===== src/rtl/lsu.sv =====
// Load/store unit: one data-memory transaction per request over a req/ready
// handshake, with lane steering, load extension and error reporting.
module lsu #(
    parameter int ADDR_W  = 12,
    parameter int TIMEOUT = 16
) (
    input  logic              clk,
    input  logic              rst,
    input  logic              mem_en,
    input  logic              is_l_instr,
    input  logic              is_s_instr,
    input  logic [2:0]        funct3,
    input  logic [ADDR_W-1:0] alu_mem_addr,
    input  logic [1:0]        byte_off,
    input  logic [31:0]       alu_result,
    output logic              dmem_req,
    output logic              dmem_we,
    output logic [ADDR_W-1:0] dmem_addr,
    output logic [3:0]        dmem_be,
    output logic [31:0]       dmem_wdata,
    input  logic              dmem_ready,
    input  logic [31:0]       dmem_rdata,
    output logic              busy,
    output logic              done,
    output logic              err,
    output logic [31:0]       load_data,
    output logic              rd_wr_en
);

    typedef enum logic [1:0] {
        IDLE = 2'd0,
        REQ  = 2'd1,
        DONE = 2'd2
    } state_t;

    localparam int CNT_W = (TIMEOUT > 1) ? $clog2(TIMEOUT) : 1;
    localparam logic [CNT_W-1:0] CNT_LAST = CNT_W'(TIMEOUT - 1);

    function automatic logic access_ok(input logic is_load, input logic [2:0] f3,
                                       input logic [1:0] off);
        logic legal;
        logic misaligned;
        case (f3)
            3'b000, 3'b001, 3'b010: legal = 1'b1;
            3'b100, 3'b101:         legal = is_load;
            default:                legal = 1'b0;
        endcase
        misaligned = ((f3[1:0] == 2'b01) && (off == 2'b11)) ||
                     ((f3[1:0] == 2'b10) && (off != 2'b00));
        return legal && !misaligned;
    endfunction

    function automatic logic [3:0] lane_be(input logic [2:0] f3, input logic [1:0] off);
        logic [3:0] be;
        case (f3[1:0])
            2'b00:   be = 4'b0001 << off;
            2'b01:   be = 4'b0011 << off;
            2'b10:   be = 4'b1111;
            default: be = 4'b0000;
        endcase
        return be;
    endfunction

    function automatic logic [31:0] lane_wdata(input logic [2:0] f3, input logic [31:0] d);
        logic [31:0] w;
        case (f3[1:0])
            2'b00:   w = {4{d[7:0]}};
            2'b01:   w = {2{d[15:0]}};
            default: w = d;
        endcase
        return w;
    endfunction

    function automatic logic [31:0] extend_load(input logic [2:0] f3, input logic [31:0] word,
                                                input logic [1:0] off);
        logic [31:0] sh;
        logic [31:0] r;
        sh = word >> {off, 3'b000};
        case (f3)
            3'b000:  r = {{24{sh[7]}}, sh[7:0]};
            3'b001:  r = {{16{sh[15]}}, sh[15:0]};
            3'b100:  r = {24'h000000, sh[7:0]};
            3'b101:  r = {16'h0000, sh[15:0]};
            default: r = sh;
        endcase
        return r;
    endfunction

    state_t            state_r, state_s;
    logic [CNT_W-1:0]  cnt_r, cnt_s;
    logic              is_load_r, is_load_s;
    logic [2:0]        funct3_r, funct3_s;
    logic [1:0]        off_r, off_s;
    logic              req_s, we_s, done_s, err_s, rd_wr_en_s, busy_s;
    logic [ADDR_W-1:0] addr_s;
    logic [3:0]        be_s;
    logic [31:0]       wdata_s, load_data_s;

    // Next-state and next-output logic for the transaction FSM.
    always_comb begin
        state_s     = state_r;
        cnt_s       = cnt_r;
        is_load_s   = is_load_r;
        funct3_s    = funct3_r;
        off_s       = off_r;
        req_s       = dmem_req;
        we_s        = dmem_we;
        addr_s      = dmem_addr;
        be_s        = dmem_be;
        wdata_s     = dmem_wdata;
        load_data_s = load_data;
        done_s      = 1'b0;
        err_s       = 1'b0;
        rd_wr_en_s  = 1'b0;
        case (state_r)
            IDLE: begin
                if (mem_en) begin
                    if ((is_l_instr ^ is_s_instr) && access_ok(is_l_instr, funct3, byte_off)) begin
                        state_s   = REQ;
                        cnt_s     = '0;
                        is_load_s = is_l_instr;
                        funct3_s  = funct3;
                        off_s     = byte_off;
                        req_s     = 1'b1;
                        we_s      = is_s_instr;
                        addr_s    = alu_mem_addr;
                        be_s      = lane_be(funct3, byte_off);
                        wdata_s   = lane_wdata(funct3, alu_result);
                    end else begin
                        // Bad request shape or access: report at once, never touch memory.
                        state_s = DONE;
                        done_s  = 1'b1;
                        err_s   = 1'b1;
                    end
                end else begin
                    state_s = IDLE;
                end
            end
            REQ: begin
                if (dmem_ready) begin
                    state_s = DONE;
                    req_s   = 1'b0;
                    done_s  = 1'b1;
                    if (is_load_r) begin
                        load_data_s = extend_load(funct3_r, dmem_rdata, off_r);
                        rd_wr_en_s  = 1'b1;
                    end else begin
                        load_data_s = load_data;
                    end
                end else if (cnt_r == CNT_LAST) begin
                    state_s = DONE;
                    req_s   = 1'b0;
                    done_s  = 1'b1;
                    err_s   = 1'b1;
                end else begin
                    cnt_s = cnt_r + CNT_W'(1);
                end
            end
            DONE: begin
                state_s = IDLE;
            end
            default: begin
                state_s = IDLE;
                req_s   = 1'b0;
            end
        endcase
        busy_s = (state_s != IDLE);
    end

    // State and registered-output update.
    always_ff @(posedge clk or posedge rst) begin
        if (rst) begin
            state_r    <= IDLE;
            cnt_r      <= '0;
            is_load_r  <= 1'b0;
            funct3_r   <= 3'b000;
            off_r      <= 2'b00;
            dmem_req   <= 1'b0;
            dmem_we    <= 1'b0;
            dmem_addr  <= '0;
            dmem_be    <= 4'b0000;
            dmem_wdata <= 32'h0000_0000;
            busy       <= 1'b0;
            done       <= 1'b0;
            err        <= 1'b0;
            load_data  <= 32'h0000_0000;
            rd_wr_en   <= 1'b0;
        end else begin
            state_r    <= state_s;
            cnt_r      <= cnt_s;
            is_load_r  <= is_load_s;
            funct3_r   <= funct3_s;
            off_r      <= off_s;
            dmem_req   <= req_s;
            dmem_we    <= we_s;
            dmem_addr  <= addr_s;
            dmem_be    <= be_s;
            dmem_wdata <= wdata_s;
            busy       <= busy_s;
            done       <= done_s;
            err        <= err_s;
            load_data  <= load_data_s;
            rd_wr_en   <= rd_wr_en_s;
        end
    end

endmodule


===== config.mk =====
export PLATFORM = sky130hd
export DESIGN_NAME = lsu
export DESIGN_NICKNAME = d
export VERILOG_FILES = /design/src/rtl/lsu.sv
export SDC_FILE = /design/constraint.sdc
export NUM_CORES = 1
export LEC_CHECK = 0
export ABC_AREA = 1
export BUFFER_PORTS_ARGS = -buffer_cell sky130_fd_sc_hd__buf_4
export CAP_MARGIN = 40
export CORE_MARGIN = 2
export CORE_UTILIZATION = 51
export DETAILED_ROUTE_END_ITERATION = 10
export GPL_TIMING_DRIVEN = 0
export PLACE_DENSITY = 0.86
export SYNTH_ARGS = -nofsm -noshare
export SYNTH_HDL_FRONTEND = slang
export SYNTH_SLANG_ARGS = --single-unit

===== constraint.sdc =====
create_clock -name clk -period 3 [get_ports clk]
set_input_delay 0.15 -clock clk [delete_from_list [all_inputs] [get_ports clk]]
set_output_delay 0.15 -clock clk [all_outputs]
set_load 0.005 [all_outputs]

==> flow_metrics.tcl <==
set metrics [dict create \
    antenna_cells 0 \
    synth_area_leaders "dfrtp_1 49%, nand2_1 17%, nand3_1 4.3%, o21ai_0 4.3%, inv_1 4.0%" \
    grt_max_degree 52 \
    synth-adder-area-share_pct 0.249 \
    startpoint_type "flop" \
    vias 5125 \
    port_buffers 172 \
    area_delta_synth_final_pct 34.3 \
    drt_pass1_iterations 6 \
    ys_warn_count 0 \
    slew_headroom_pct 55.7 \
    postSynthAreaPerCell_um2 7.64 \
    grt_pass1_vias 5124 \
    slew_violations 0 \
    post-dp-hpwl_mm 11.7 \
    detail-route-antenna-nets 0 \
    avgViaCountPerCell 5.21 \
    layout.nets 933 \
    period_share_pct 56.1 \
    cts_buffer_depth 2 \
    yosys-mux-area-fraction_pct 0 \
    endpoint "load_data[23]" \
    power.density_mw_per_mm2 914 \
    die_y_um 103 \
    crit_chain "inv_1, nor2_1, inv_2, nor2_2, buf_4, buf_4, nand2_1, o21bai_1, inv_1" \
    root_buffer "clkbuf_8" \
    period_needed_ns 1.68 \
    rr_endpoint "load_data[23]" \
    die-area_mm2 0.0107 \
    ir_drop_mv 0.456 \
    die-width_um 103 \
    ys_ff_latch 98 \
    synth_top_family_by_area "simple AND/OR/NAND/NOR gates" \
    synth_top_cell_by_area "dfrtp_1" \
    yosysMostFrequentCell "nand2_1" \
    synthesis.area_mm2 0.00503 \
    power_frac_clock_pct 14.6 \
    grt_antenna_before_repair 0 \
    start_util_pct 51.9 \
    finalInstanceArea_mm2 0.00675 \
    crit_slowest_cell "dfrtp_1" \
    wl_per_cell_um 15.7 \
    p_seq_share_pct 37.7 \
    multi_input_area_mm2 0.00215 \
    status "finished, final reports clean" \
    setup_viol 0 \
    dpl_worst_slack_ns 1.37 \
    dpl_cell_area_mm2 0.00652 \
    finalHoldViolations 0 \
    drive_above_1_share_pct 28.4 \
    wirelength_mm 15.4 \
    ys_seq_area_share_pct 48.8 \
    htree_levels 3 \
    finalSetupTns_ns 0 \
    drc 0 \
    regArea_mm2 0.00245 \
    drv_cap 0 \
    grt_usage_pct 29.6 \
    fp.coreArea_mm2 0.00968 \
    worst_pin_slew_ns 0.664 \
    path_clk_slew_ns 0.10 \
    synthXorXnorAreaFrac_pct 0.174 \
    grt_first_pass_wirelength_mm 24.3 \
    cts_buffers 9 \
    async_reset_ff_share_pct 100 \
    clkLatencyLatePin_ns 0.36 \
    combPwrFrac_pct 47.8 \
    timing.fmax_ghz 0.594 \
    n_fill_cell 805 \
    crit_path_end_kind "flop" \
    p_leak_nw 3.65 \
    p_int_mw 3.77 \
    synth_top_area_share_pct 48.8 \
    power.switching_mw 2.40 \
    ys_types 30 \
    r2r_slack_ns 1.32 \
    regToRegStartpoint "state_r[0]" \
    grt_setup_unrepaired "false" \
    synth_nets 746 \
    synthCells 658 \
    switching_share_pct 38.8 \
    whs_ns 0.0130 \
    drt_iter0_drc 229 \
    synth_flop_cell "dfrtp_1" \
    io_pins 173 \
    num_rows 36 \
    synthSimpleGateAreaFrac_pct 28.4 \
    synth_common_cells "232 x nand2_1, 98 x dfrtp_1, 54 x inv_1" \
    cp_data_required_time_ns 3.26 \
    slowest_delay_ns 0.36 \
    reg2reg_depth 9 \
    place_congestion 0.982 \
    cts_sinks 98 \
    cp.arrival_ns 1.94 \
    cts_tree "yes" \
    critPathKind "flop to flop" \
    hold_class "primary input to flop" \
    setup_slack_ns 1.32 \
    synth_compound_area_share_pct 14.0 \
    fin_skew_ns 0.00999 \
    crit_path_start "state_r[0]" \
    cp_max_fo 10 \
    synth-edff-count 0 \
    grt_overflow 0 \
]
-- cells in the final DEF (no fill, tap or decap), drive strengths merged --
cell,n
a21oi,28
inv,58
ha,1
dlygate4sd3,3
clkinvlp,2
or2,8
bufinv,1
nor2,56
nand2,235
o22ai,4
o21bai,16
clkinv,2
o211ai,15
nand4,1
o21a,2
nor3,2
buf,198
nand3,44
o21ai,54
xor2,1
clkbuf,21
dfrtp,98
-- routing by layer --
metal  share of wire (%)  GRT usage (%)  up-vias
met2                  51           51.5      232
li1                    -              -     2466
met1                  39           35.4     2398
met5                   0              0        -
met3                 8.7           7.73       29
met4                 1.9           10.6        0
-- final cells by class --
| type | instances | share of cell area, % |
|---|---|---|
| multi-input combinational | 467 | 31.9 |
| buffer | 34 | 2.98 |
| inverter | 59 | 3.32 |
| tap | 133 | 2.46 |
| timing repair buffer | 176 | 20.0 |
| sequential | 98 | 36.3 |
| clock inverter | 4 | 0.741 |
| clock buffer | 12 | 2.30 |
-- worst min path at each step --
stage                                 from             to  slack, ns  depth (start not counted)
after floorplan                 is_s_instr      is_load_r       0.26                          1
after global placement    alu_mem_addr[10]  dmem_addr[10]       0.38                          3
after detailed placement               rst  load_data[23]       0.31                          2
final                      alu_mem_addr[5]   dmem_addr[5]       0.01                          3
after global routing      alu_mem_addr[11]  dmem_addr[11]       0.01                          3
after CTS                  alu_mem_addr[5]   dmem_addr[5]     0.0007                          3
-- stage by stage --
| stage | utilization [%] | std cells | power [mW] |
|---|---|---|---|
| global placement | 67.0 | 963 | 5.15 |
| CTS | 69.7 | 983 | 6.18 |
| global route | 69.7 | 983 | 6.64 |
| floorplan | - | 658 | 3.79 |
| finish | 69.7 | 983 | 6.17 |
| detailed placement | 67.3 | 964 | 5.27 |
-- sequential cells by signal, indices dropped and copies added (netlist names) --
register and flops:
done 1, dmem_be 4, funct3_r 3, is_load_r 1, off_r 2, dmem_addr 12, load_data 32, dmem_we 1
err 1, dmem_req 1, state_r 2, dmem_wdata 32, cnt_r 4, busy 1, rd_wr_en 1
-- kinds of logic after synthesis --
| family | after synthesis |
|---|---|
| fa+ha+maj | 1 |
| flops | 98 |
| compound gates | 119 |
| buf+inv | 93 |
| simple gates | 346 |
| xor+xnor | 1 |
-- critical path, delay by kind of cell, from the launching register on --
kind | cells | cell delay, ns
DFF | 1 | 0.36
and+or+nand+nor | 3 | 0.43
buffers and inverters | 5 | 0.64
AOI/OAI and AO/OA | 1 | 0.16
-- power groups by stage --
stage | clock, mW | combinational [mW] | sequential, mW
after CTS | 0.909 | 2.95 | 2.32
after global placement | 0 | 2.84 | 2.31
after floorplan | 0 | 1.46 | 2.33
after detailed placement | 0 | 2.94 | 2.33
final | 0.899 | 2.95 | 2.32
after global routing | 0.950 | 3.30 | 2.39
-- what timing repair did --
item,4_1_cts,5_1_grt
buffers inserted,0,0
hold buffers,3,0
gates resized for setup,0,0
endpoints found under the hold margin,52,0
(Power assumes the default switching activity.)
